==> src/rtl/lbp_engine.sv <==
// lbp_engine -- local-binary-pattern engine for the gray-image pipeline.
//
// Reads a (1<<ROW_BITS) x (1<<COL_BITS) image of DATA_W-bit unsigned pixels
// from the gray-image memory. Writes one 8-bit LBP code per pixel, in raster
// order, to the LBP result memory. Raises finish once the frame is done.
//
// Ports:
//   clk         rising-edge clock
//   reset       synchronous, active-high
//   gray_ready  source image available (sampled in IDLE only)
//   gray_req    read request qualifying gray_addr
//   gray_addr   read address {row,col}
//   gray_data   read data, valid the cycle after gray_req
//   lbp_valid   write strobe, one cycle per pixel
//   lbp_addr    write address {row,col}
//   lbp_data    LBP code, bits b7..b0 = w8,w7,w6,w5,w3,w2,w1,w0
//   finish      frame complete, held until reset
//
// Compile-time option LBP_EDGE_REPLICATE_EN: border pixels are computed with
// clamped (replicated) neighbour coordinates. Without it, border pixels take
// one cycle and get code 0.
module lbp_engine #(
  parameter int unsigned COL_BITS = 7,
  parameter int unsigned ROW_BITS = 7,
  parameter int unsigned DATA_W   = 8
) (
  input  logic                         clk,
  input  logic                         reset,
  input  logic                         gray_ready,
  output logic                         gray_req,
  output logic [ROW_BITS+COL_BITS-1:0] gray_addr,
  input  logic [DATA_W-1:0]            gray_data,
  output logic                         lbp_valid,
  output logic [ROW_BITS+COL_BITS-1:0] lbp_addr,
  output logic [7:0]                   lbp_data,
  output logic                         finish
);
  localparam int unsigned AW = ROW_BITS + COL_BITS;
  localparam logic [ROW_BITS-1:0] ROW_MAX = '1;
  localparam logic [COL_BITS-1:0] COL_MAX = '1;
`ifdef LBP_EDGE_REPLICATE_EN
  localparam logic [COL_BITS-1:0] FIRST_COL = '0;
`else
  localparam logic [COL_BITS-1:0] FIRST_COL = COL_BITS'(1);
`endif

  typedef enum logic [2:0] {S_IDLE, S_FETCH, S_WRITE, S_EDGE, S_DONE} state_t;

  state_t              state_q;
  logic [ROW_BITS-1:0] row_q;
  logic [COL_BITS-1:0] col_q;
  logic [3:0]          k_q;
  logic                full_q;
  logic [DATA_W-1:0]   win_q [9];

  logic                gray_req_q, lbp_valid_q, finish_q;
  logic [AW-1:0]       gray_addr_q, lbp_addr_q;
  logic [7:0]          lbp_data_q;

  logic [DATA_W-1:0]   win_d [9];
  logic [7:0]          code_d;
  logic [3:0]          n_cnt, k_nx;
  logic [ROW_BITS-1:0] nr;
  logic [COL_BITS-1:0] nc;
  logic                last, n_full, start;
`ifndef LBP_EDGE_REPLICATE_EN
  logic                n_border;
`endif

  // Window slot filled by read k: full fetch is centre first, then the
  // neighbours in raster order; a partial fetch fills the right column.
  function automatic logic [3:0] slot_of(input logic [3:0] k, input logic full);
    logic [3:0] s;
    if (full) begin
      case (k)
        4'd0:    s = 4'd4;
        4'd1:    s = 4'd0;
        4'd2:    s = 4'd1;
        4'd3:    s = 4'd2;
        4'd4:    s = 4'd3;
        4'd5:    s = 4'd5;
        4'd6:    s = 4'd6;
        4'd7:    s = 4'd7;
        default: s = 4'd8;
      endcase
    end else begin
      case (k)
        4'd0:    s = 4'd2;
        4'd1:    s = 4'd5;
        default: s = 4'd8;
      endcase
    end
    return s;
  endfunction

  // Neighbour address for a window slot; coordinates clamp at the image
  // edges, which only matters when border pixels are actually fetched.
  function automatic logic [AW-1:0] addr_of(input logic [ROW_BITS-1:0] r,
                                            input logic [COL_BITS-1:0] c,
                                            input logic [3:0]          slot);
    logic [ROW_BITS-1:0] rr;
    logic [COL_BITS-1:0] cc;
    rr = r;
    cc = c;
    if (slot < 4'd3) begin
      if (r != '0) rr = r - 1'b1;
    end else if (slot > 4'd5) begin
      if (r != ROW_MAX) rr = r + 1'b1;
    end
    case (slot)
      4'd0, 4'd3, 4'd6: if (c != '0) cc = c - 1'b1;
      4'd2, 4'd5, 4'd8: if (c != COL_MAX) cc = c + 1'b1;
      default: ;
    endcase
    return {rr, cc};
  endfunction

  assign n_cnt = full_q ? 4'd9 : 4'd3;
  assign k_nx  = k_q + 4'd1;

  // Window including the sample arriving this cycle, so the code can be
  // registered on the same edge that captures the last read.
  always_comb begin
    win_d = win_q;
    if (k_q != 4'd0) win_d[slot_of(k_q - 4'd1, full_q)] = gray_data;
    code_d[0] = win_d[0] >= win_d[4];
    code_d[1] = win_d[1] >= win_d[4];
    code_d[2] = win_d[2] >= win_d[4];
    code_d[3] = win_d[3] >= win_d[4];
    code_d[4] = win_d[5] >= win_d[4];
    code_d[5] = win_d[6] >= win_d[4];
    code_d[6] = win_d[7] >= win_d[4];
    code_d[7] = win_d[8] >= win_d[4];
  end

  always_comb begin
    if (state_q == S_IDLE) begin
      nr = '0;
      nc = '0;
    end else if (col_q == COL_MAX) begin
      nr = row_q + 1'b1;
      nc = '0;
    end else begin
      nr = row_q;
      nc = col_q + 1'b1;
    end
    last   = (row_q == ROW_MAX) && (col_q == COL_MAX);
    n_full = (nc == FIRST_COL);
`ifndef LBP_EDGE_REPLICATE_EN
    n_border = (nr == '0) || (nr == ROW_MAX) || (nc == '0) || (nc == COL_MAX);
`endif
    start = ((state_q == S_IDLE) && gray_ready) ||
            (((state_q == S_WRITE) || (state_q == S_EDGE)) && !last);
  end

  always_ff @(posedge clk) begin
    if (reset) begin
      state_q     <= S_IDLE;
      row_q       <= '0;
      col_q       <= '0;
      k_q         <= '0;
      full_q      <= 1'b0;
      win_q       <= '{default: '0};
      gray_req_q  <= 1'b0;
      gray_addr_q <= '0;
      lbp_valid_q <= 1'b0;
      lbp_addr_q  <= '0;
      lbp_data_q  <= '0;
      finish_q    <= 1'b0;
    end else begin
      case (state_q)
        S_FETCH: begin
          win_q <= win_d;
          if (k_q == n_cnt) begin
            state_q     <= S_WRITE;
            lbp_valid_q <= 1'b1;
            lbp_addr_q  <= {row_q, col_q};
            lbp_data_q  <= code_d;
          end else begin
            k_q <= k_nx;
            if (k_nx < n_cnt) begin
              gray_req_q  <= 1'b1;
              gray_addr_q <= addr_of(row_q, col_q, slot_of(k_nx, full_q));
            end else begin
              gray_req_q <= 1'b0;
            end
          end
        end
        S_WRITE, S_EDGE: begin
          lbp_valid_q <= 1'b0;
          if (last) begin
            state_q  <= S_DONE;
            finish_q <= 1'b1;
          end
        end
        default: ;
      endcase

      // Entry into the next pixel, shared by IDLE and the per-pixel exits;
      // these assignments take precedence over the ones above.
      if (start) begin
        row_q <= nr;
        col_q <= nc;
        k_q   <= '0;
`ifndef LBP_EDGE_REPLICATE_EN
        if (n_border) begin
          state_q     <= S_EDGE;
          lbp_valid_q <= 1'b1;
          lbp_addr_q  <= {nr, nc};
          lbp_data_q  <= '0;
        end else
`endif
        begin
          state_q     <= S_FETCH;
          full_q      <= n_full;
          gray_req_q  <= 1'b1;
          gray_addr_q <= addr_of(nr, nc, n_full ? 4'd4 : 4'd2);
          lbp_valid_q <= 1'b0;
          if (!n_full) begin
            win_q[0] <= win_q[1];
            win_q[1] <= win_q[2];
            win_q[3] <= win_q[4];
            win_q[4] <= win_q[5];
            win_q[6] <= win_q[7];
            win_q[7] <= win_q[8];
          end
        end
      end
    end
  end

  assign gray_req  = gray_req_q;
  assign gray_addr = gray_addr_q;
  assign lbp_valid = lbp_valid_q;
  assign lbp_addr  = lbp_addr_q;
  assign lbp_data  = lbp_data_q;
  assign finish    = finish_q;

endmodule

==> config.mk <==
export PLATFORM = sky130hd
export DESIGN_NAME = lbp_engine
export DESIGN_NICKNAME = d
export VERILOG_FILES = /design/src/rtl/lbp_engine.sv
export SDC_FILE = /design/constraint.sdc
export NUM_CORES = 1
export LEC_CHECK = 0
export CAP_MARGIN = 10
export CORE_MARGIN = 3
export CORE_UTILIZATION = 45
export DETAILED_ROUTE_END_ITERATION = 7
export PLACE_DENSITY_LB_ADDON = 0.3
export SLEW_MARGIN = 40
export SYNTH_ARGS = -nofsm -noshare
export SYNTH_HDL_FRONTEND = slang
export SYNTH_SLANG_ARGS = --single-unit
==> constraint.sdc <==
create_clock -name clk -period 12.5 [get_ports clk]
set_input_delay 1.25 -clock clk [delete_from_list [all_inputs] [get_ports clk]]
set_output_delay 1.25 -clock clk [all_outputs]
set_load 0.05 [all_outputs]
* Word level (Yosys, flattened, before mapping)
Memories as Yosys holds them, arrays and structs flattened.
Index checks and enable logic that the tools add are counted.
** Storage, ports and cells
- ROM bits :: 48
- Flip-flop bits (word level) :: 133
- Memories :: 2
- Output and inout bits :: 39
** Memory list
- (name not given) :: depth 8, width 3, rd ports 1, clocked after Yosys merged registers in 0, write ports 0, line 75 : case (k)
- (name not given) :: depth 8, width 3, rd ports 1, clocked after Yosys merged registers in 0, write ports 0, line 75
** Operators by class
- Multiplexer cells :: 72
- $add $sub $neg :: 10
- Magnitude comparators :: 15
- Bitwise logic cells :: 3
- Equality and inequality tests :: 27
- Reduce and logical (&&, ||, !) cells :: 34
** Operators by type and width (count)
- $mux W16 :: 9
- $mux W72 :: 2
- $mux W14 :: 9
- $mux W7 :: 16
- $bwmux W72 :: 1
- $ge A8 B8 Y1 :: 8
- $mux W4 :: 10
- $mux W8 :: 5
- $demux W8 S4 :: 1
- $add A7 B1 Y7 const B :: 4
- $eq A7 B7 Y1 const B :: 4
- $ne A7 B7 Y1 const B :: 4
- $pmux W7 S2 :: 2
- $reduce_bool A7 Y1 :: 4
- $sub A7 B1 Y7 const B :: 4
- $logic_not A4 Y1 :: 4
- $pmux W4 S2 :: 2
- $logic_not A7 Y1 :: 2
- $eq A3 B2 Y1 const B :: 4
- $mux W3 :: 4
- $reduce_or A3 Y1 :: 4
- $eq A4 B1 Y1 const B :: 2
- $eq A4 B2 Y1 const B :: 2
- $eq A4 B3 Y1 const B :: 2
- other kinds (31) :: 52

* Longest topological paths before layout
Gate-level depths: netlist (run 1).
- Depth after elaboration :: 17
- Depth in mapped cells :: 20

* Worst setup path after synthesis (run 1)
OpenSTA, ideal clock, no wires.
- Kind :: register -> register
- Start :: register k_q[1]
- End :: register lbp_data_q[4] (netlist: lbp_data[4])
- Cell stages (with the launch flop) :: 19
- Library setup time :: 126 ps
- Data arrival time :: 4100 ps
- Slack :: 8274 ps
- Path buffers :: 3
- Required time :: 12374 ps
- Cells stage by stage :: dfxtp_1 > buf_2 > inv_1 > ha_1 > buf_2 > nand2_1 > o211ai_1 > a21oi_1 > o211ai_1 > nor3_1 > buf_2 > mux2i_1 > ha_1 > a21oi_1 > o22ai_1 > or3_1 > or2_2 > a221oi_1 > nor4_1
** Between the ends
- Cells in the longest elaborated chain, start to end :: 17
- Elaborated cells on any way between the ends :: 23
** Ends and longest elaborated chain
- start, declared :: line 52 : logic [3:0] k_q;
- start signal, assigned :: line 180 : k_q <= k_nx;
- $sub A4 B1 Y4 :: line 125 : if (k_q != 4'd0) win_d[slot_of(k_q - 4'd1, full_q)] = gray_data;
- $mem_v2 Z8 W3, or another cell as far along
- $mux W4 or $pmux W4 S2 (tied branches) :: line 75, 87
- $mux W4 :: line 74 : if (full) begin
- $mux W4 :: line 125
- $not A4 Y5 (not written as such) :: line 125
- $ge A5 B5 Y1 (not written as such) or $lt A5 B1 Y1 (tied branches) :: line 125
- $logic_and A1 B1 Y1 (not written as such) :: line 125
- $mux W8 (not written as such) :: line 125
- $demux W8 S4 :: line 125
- $bwmux W72 :: line 125
- $mux W72 :: line 125
- $ge A8 B8 Y1 :: line 130 : code_d[4] = win_d[5] >= win_d[4];
- $mux W8 * :: line 174 : if (k_q == n_cnt) begin
- $mux W8 * :: line 171 : case (state_q)
- $mux W8 :: line 206 : if (n_border) begin
- $mux W8 * :: line 201 : if (start) begin
- end signal, assigned :: line 178 : lbp_data_q <= code_d;
- end, declared :: line 58 : logic [7:0] lbp_data_q;
Every way passes the cells marked *; elsewhere a longest branch is shown, timed or not. The select of a mux whose other input is x is not followed.
A chain may end at the register's enable or synchronous reset.

* Worst setup path in the final report (run 1)
- Start :: register k_q[0]
- End :: register lbp_data_q[4] (netlist: lbp_data[4])
The elaborated chain is that of the path after synthesis.

==> impl_metrics.json, run 1 <==
{
  "status": "complete, no violations",
  "critical_path_class": "reg2reg",
  "synthMuxAreaShare_pct": 9.79,
  "slew_viol_final": 0,
  "r2r_setup_slack_ns": 7.26,
  "syn_nets": 1392,
  "clockBufferDepth": 2,
  "core_region_area_mm2": 0.0220,
  "dpl.cell_count": 1556,
  "place_area_mm2": 0.0108,
  "die_w_um": 157,
  "cts_tree": "built",
  "hold_buffers": 0,
  "worstHoldStart": "gray_req",
  "reg2reg_from": "k_q[0]",
  "pre_cts_ws_ns": 7.17,
  "synthAdderAreaFrac_pct": 8.80,
  "fill_cells": 2109,
  "routed_via_density": 6.22,
  "endpoint_kind": "register",
  "yosysTopAreaCell": "dfxtp_1",
  "fin_cells": 1589,
  "drt_iter0_drc": 769,
  "postCtsSetupRepairBufs": 0,
  "async_reset_ff_share_pct": 0,
  "holdPathEnd": "gray_req",
  "worst_pin_slew_ns": 0.933,
  "critPathSlowestCell": "ha_1",
  "wl_per_cell_um": 18.9,
  "ff2ff_path_depth": 15,
  "netlist.area_leader.share_pct": 26.1,
  "grt_pass1_wl_mm": 49.1,
  "cts_buffers": 17,
  "path_clk_slew_ns": 0.06,
  "grt_setup_unrepaired": "false",
  "vdd_drop_max_v": 0.0000852,
  "critical-path-max-stage-delay_ns": 0.66,
  "synthSimpleGateAreaFrac_pct": 24.5,
  "grt_pass1_vias": 9301,
  "fp-row-count": 54,
  "gp_congestion": 0.939,
  "slew_headroom_pct": 37.8,
  "clock_sinks": 133,
  "drtPass1Iterations": 6,
  "io_buffers": 49,
  "setup_violations": 0,
  "cp_cell_sequence": "inv_1 > ha_1 > and2_1 > o21ai_0 > a21oi_1 > o211ai_1 > nor3_4 > mux2i_2 > ha_1 > a21oi_1 > o22ai_1 > or3_1 > or2_2 > a221oi_1 > nor4_1",
  "syn_area_mm2": 0.0102,
  "diodes": 0,
  "final_common_cell": "nor2_1",
  "die_y_um": 157,
  "synth_top_family_by_area": "simple AND/OR/NAND/NOR gates",
  "grt-ovfl-total": 0,
  "drive_gt1_share_pct": 11.5,
  "ys_seq_area_share_pct": 26.1,
  "ant_nets": 0,
  "p_total_mw": 1.38,
  "drc": 0,
  "min_period_ns": 5.24,
  "cap_viol_max_count": 0,
  "dp_hpwl_mm": 20.7,
  "grt_max_degree": 69,
  "hold_violations": 0,
  "routed_wl_mm": 30.1,
  "die_area_mm2": 0.0245,
  "setup_slack_ns": 7.26,
  "fin_setup_tns_ns": 0,
  "p_leak_nw": 4.43,
  "mostFrequentLayoutCells": "167 x nor2_1, 141 x nand2_1, 132 x dfxtp_1",
  "clk_latency_ns": 0.43,
  "hold_class": "reg2reg",
  "syn_to_final_growth_pct": 12.0,
  "synth_area_per_cell_um2": 7.79,
  "worst-path-max-fanout": 23,
  "power.density_mw_per_mm2": 121,
  "synth_compound_area_share_pct": 23.5,
  "yosys_warnings": 0,
  "initial_core_util_pct": 46.3,
  "yosysUniqueCellTypes": 86,
  "antenna_found_initial": 0,
  "fin_nets": 1378,
  "reg2reg_to": "lbp_data[4]",
  "timing.final.crit_share_pct": 41.9,
  "synth-edff-count": 0,
  "fmax_mhz": 191,
  "worstPathArrival_ns": 5.53,
  "netlist_instances": 1310,
  "synth_seq_cells": 133,
  "min_path_cells": 2,
  "h-tree-depth": 4,
  "ctsResizeCount": 0,
  "vias": 9876,
  "final_core_util_pct": 51.9,
  "crit_path_start_kind": "register",
  "fin_skew_ns": 0.0157,
  "synth-main-ff-cell": "dfxtp_1",
  "synth-xor-area-share_pct": 1.96,
  "crit_required_ns": 12.80,
  "io_pins": 50,
  "grt_use_total_pct": 24.6,
  "synth_area_leaders": "dfxtp_1 26%, ha_1 8.7%, nor2_1 6.2%",
  "holdWs_ns": 0.455,
  "cts-root-buf": "clkbuf_16",
  "fin_area_mm2": 0.0114
}
how the worst max path moves through the flow:
stage                             end  slack [ns]   start  cells past startpoint
after floorplan           lbp_data[4]        8.27  k_q[1]                     18
after global placement    lbp_data[4]        7.19  k_q[0]                     15
after detailed placement  lbp_data[4]        7.17  k_q[0]                     15
after CTS                 lbp_data[4]        7.18  k_q[0]                     15
after global routing      lbp_data[4]        6.76  k_q[1]                     15
final                     lbp_data[4]        7.26  k_q[0]                     15
critical path: cells and delay by family, from the launching register on:
family | cells | cell delay (ns)
flip-flops | 1 | 0.45
multiplexers | 1 | 0.63
adder cells (fa/ha/maj) | 2 | 1.02
AO/OA/AOI/OAI | 6 | 1.22
buffers and inverters | 1 | 0.27
AND/OR/NAND/NOR | 5 | 1.51
where the power goes:
part | leakage (nW) | switching, mW | internal, mW | total (mW)
Sequential | 1.08 | 0.0238 | 0.457 | 0.480
Combinational | 3.06 | 0.235 | 0.144 | 0.379
Clock | 0.284 | 0.212 | 0.313 | 0.525
area by class of cell:
cell class	instances	area, um^2	area share (%)
sequential	133	2660	23.3
tap	280	350	3.07
clock inverter	12	144	1.26
multi-input combinational	1044	7050	61.7
timing repair buffer	66	623	5.45
clock buffer	20	467	4.09
inverter	34	128	1.12
flip-flops by register name (all words and copies together) (netlist names), 3 cells and up:
register,flops
state_q,3
lbp_data,8
row_q,7
lbp_addr,14
win_q,72
gray_addr,14
k_q,4
col_q,7
cells in the mapped netlist (all sizes together), types with 17 or more instances:
library cell and number:
ha 71, nand2b 20, o21ai 35, a211oi 26
o211ai 22, dfxtp 133, mux2i 39, a311oi 17
inv 33, nor3 46, nor2 169, clkbuf 60
a21oi 96, nand2 142, nand3 41, buf 39
mux2 54
logic make-up (layout without fill, tap and decap cells):
kind of cell,after synthesis,in the layout
buf+inv,133,132
mux,93,93
fa+ha+maj,72,72
flops,133,133
simple gates,522,522
compound gates,335,335
xor+xnor,22,22
metal layers:
layer	share of wire [%]	global-route usage, %
met1	44	32.7
met2	47	40.6
met3	6.4	4.12
met4	2.5	8.63
met5	0	0
(Power assumes the default switching activity.)
==> run 2: changes to the inputs <==
==> constraint.sdc (replaced) <==
create_clock -name clk -period 4.2 [get_ports clk]
set_input_delay 0.42 -clock clk [delete_from_list [all_inputs] [get_ports clk]]
set_output_delay 0.42 -clock clk [all_outputs]
set_load 0.05 [all_outputs]
==> run 2 against run 1 <==
Net effect: non-clock buffer count rose by 55; core utilization rose by 2.4 points; global-route usage rose by 1.3 points; sequential cell count did not move; worst setup slack got worse by 7.0 ns; sequential power rose to 3.0 times the previous value; first-iteration DRC count rose by 5.6%; critical endpoint is now lbp_data[1].
==> impl_metrics.json, run 2 (synthesis gave the netlist of run 1 again) <==
{
  "status": "complete, no violations",
  "clockBufferDepth": 2,
  "mostFrequentLayoutCells": "166 x nor2_1, 141 x nand2_1, 133 x dfxtp_1",
  "dp_hpwl_mm": 22.6,
  "critical_path_class": "reg2reg",
  "vias": 10132,
  "crit_required_ns": 4.49,
  "worst-path-max-fanout": 13,
  "power.density_mw_per_mm2": 357,
  "fin_setup_tns_ns": 0,
  "grt_setup_unrepaired": "true",
  "multi_input_area_mm2": 0.00712,
  "grt-ovfl-total": 0,
  "worst_pin_slew_ns": 0.831,
  "fp-row-count": 54,
  "initial_core_util_pct": 46.3,
  "regArea_mm2": 0.00266,
  "io_buffers": 49,
  "grt_util_met3_pct": 3.46,
  "worstPathArrival_ns": 4.27,
  "crit_path_start_kind": "register",
  "slew_headroom_pct": 44.6,
  "h-tree-depth": 4,
  "fin_area_mm2": 0.0119,
  "core_region_area_mm2": 0.0220,
  "fin_nets": 1433,
  "drtPass1Iterations": 5,
  "syn_to_final_growth_pct": 17.1,
  "endpoint_kind": "register",
  "die_area_mm2": 0.0245,
  "gp_congestion": 0.929,
  "grt_max_degree": 62,
  "cts_tree": "built",
  "drc": 0,
  "path_clk_slew_ns": 0.07,
  "ant_nets": 0,
  "p_leak_nw": 4.73,
  "io_pins": 50,
  "die_y_um": 157,
  "grt_pass1_vias": 9581,
  "grt_use_met2_pct": 42.1,
  "slew_viol_final": 0,
  "wl_per_cell_um": 19.3,
  "p_total_mw": 4.26,
  "largest_reg_flops": 72,
  "use_met1_pct": 35.0,
  "grt_busiest_layer": "met2",
  "min_period_ns": 3.97,
  "hold_violations": 0,
  "setup_violations": 0,
  "dpl.cell_count": 1609,
  "fin_cells": 1644,
  "clk_latency_ns": 0.43,
  "grt_use_total_pct": 25.9,
  "fill_cells": 2036,
  "drive_gt1_share_pct": 15.5,
  "antenna_found_initial": 0,
  "timing.final.crit_share_pct": 94.6,
  "diodes": 0,
  "routed_wl_mm": 31.8,
  "final_common_cell": "nor2_1",
  "die_w_um": 157,
  "fin_skew_ns": 0.0106,
  "grt_pass1_wl_mm": 51.4,
  "place_area_mm2": 0.0112,
  "vdd_drop_max_v": 0.000300,
  "fmax_mhz": 252,
  "top_register": "win_q",
  "hold_class": "reg2reg",
  "cap_viol_max_count": 0,
  "hold_buffers": 0,
  "clock_sinks": 133,
  "drt_iter0_drc": 812,
  "routed_via_density": 6.16,
  "cts_buffers": 17,
  "cts-root-buf": "clkbuf_16"
}
run 2: cell types whose count changed in the layout (fill, tap and decap cells not counted), moves of 2 or more:
cell,before,now
ha_1,71,69
clkinvlp_4,5,3
buf_4,17,70
bufinv_16,2,4
buf_12,0,2
clkbuf_8,3,0
clkinv_2,0,2
o21a_1,2,0
run 2: stage by stage:
stage                     utilization (%)  hold slack [ns]  setup WS [ns]
after floorplan                         -            0.432         0.0891
after global placement               50.8            0.439          0.105
after detailed placement             50.8            0.448         0.0216
after CTS                            53.7            0.457         0.0492
after global routing                 54.2            0.482        -0.0330
final                                54.2            0.458          0.225
run 2: path summary, 6_finish.rpt:
path              startpoint     endpoint  slack (ns)  depth (start not counted)
setup / recovery      k_q[1]  lbp_data[1]        0.23                         16
hold / removal      gray_req     gray_req        0.46                          2
setup reg to reg      k_q[1]  lbp_data[1]        0.23                         16
hold reg to reg     gray_req     gray_req        0.46                          2
run 2: repair_timing:
action                                  CTS  global route
resized for setup                         2            14
pin swaps                                 0             2
buffers inserted                          0             2
hold endpoints to repair                  0             0
endpoints found under the setup margin    2             8
run 2: worst max-delay path, stage by stage, from the launching register on:
cell	delay, ns
dfxtp_1	0.33
inv_1	0.12
ha_4	0.22
buf_4	0.18
and3b_1	0.17
a31oi_1	0.28
o31ai_2	0.14
a21oi_1	0.22
buf_4	0.17
nand4b_1	0.38
mux2_2	0.44
ha_1	0.30
a21o_1	0.19
a21o_1	0.17
a221oi_1	0.27
o311a_1	0.22
a211oi_1	0.07
run 2: final cells by class:
type | count | area share (%)
clock buffers | 18 | 3.59
clock inverters | 14 | 1.67
inverters | 34 | 1.07
multi-input cells | 1044 | 59.6
flip-flops and latches | 133 | 22.3
well taps | 280 | 2.93
repair buffers | 121 | 8.82
run 2: power breakdown:
part / switching (mW) / leakage (nW) / internal [mW] / total (mW)
logic: 0.726 / 3.35 / 0.458 / 1.18
registers: 0.0682 / 1.08 / 1.36 / 1.43
clock network: 0.651 / 0.299 / 1.00 / 1.65
total: 1.44 / 4.73 / 2.82 / 4.26
run 2: routing by layer:
layer / vias up / wire length, um
met5: - / 0
met4: 0 / 943
met3: 58 / 1610
met2: 310 / 15000
met1: 4861 / 14300
li1: 4903 / -
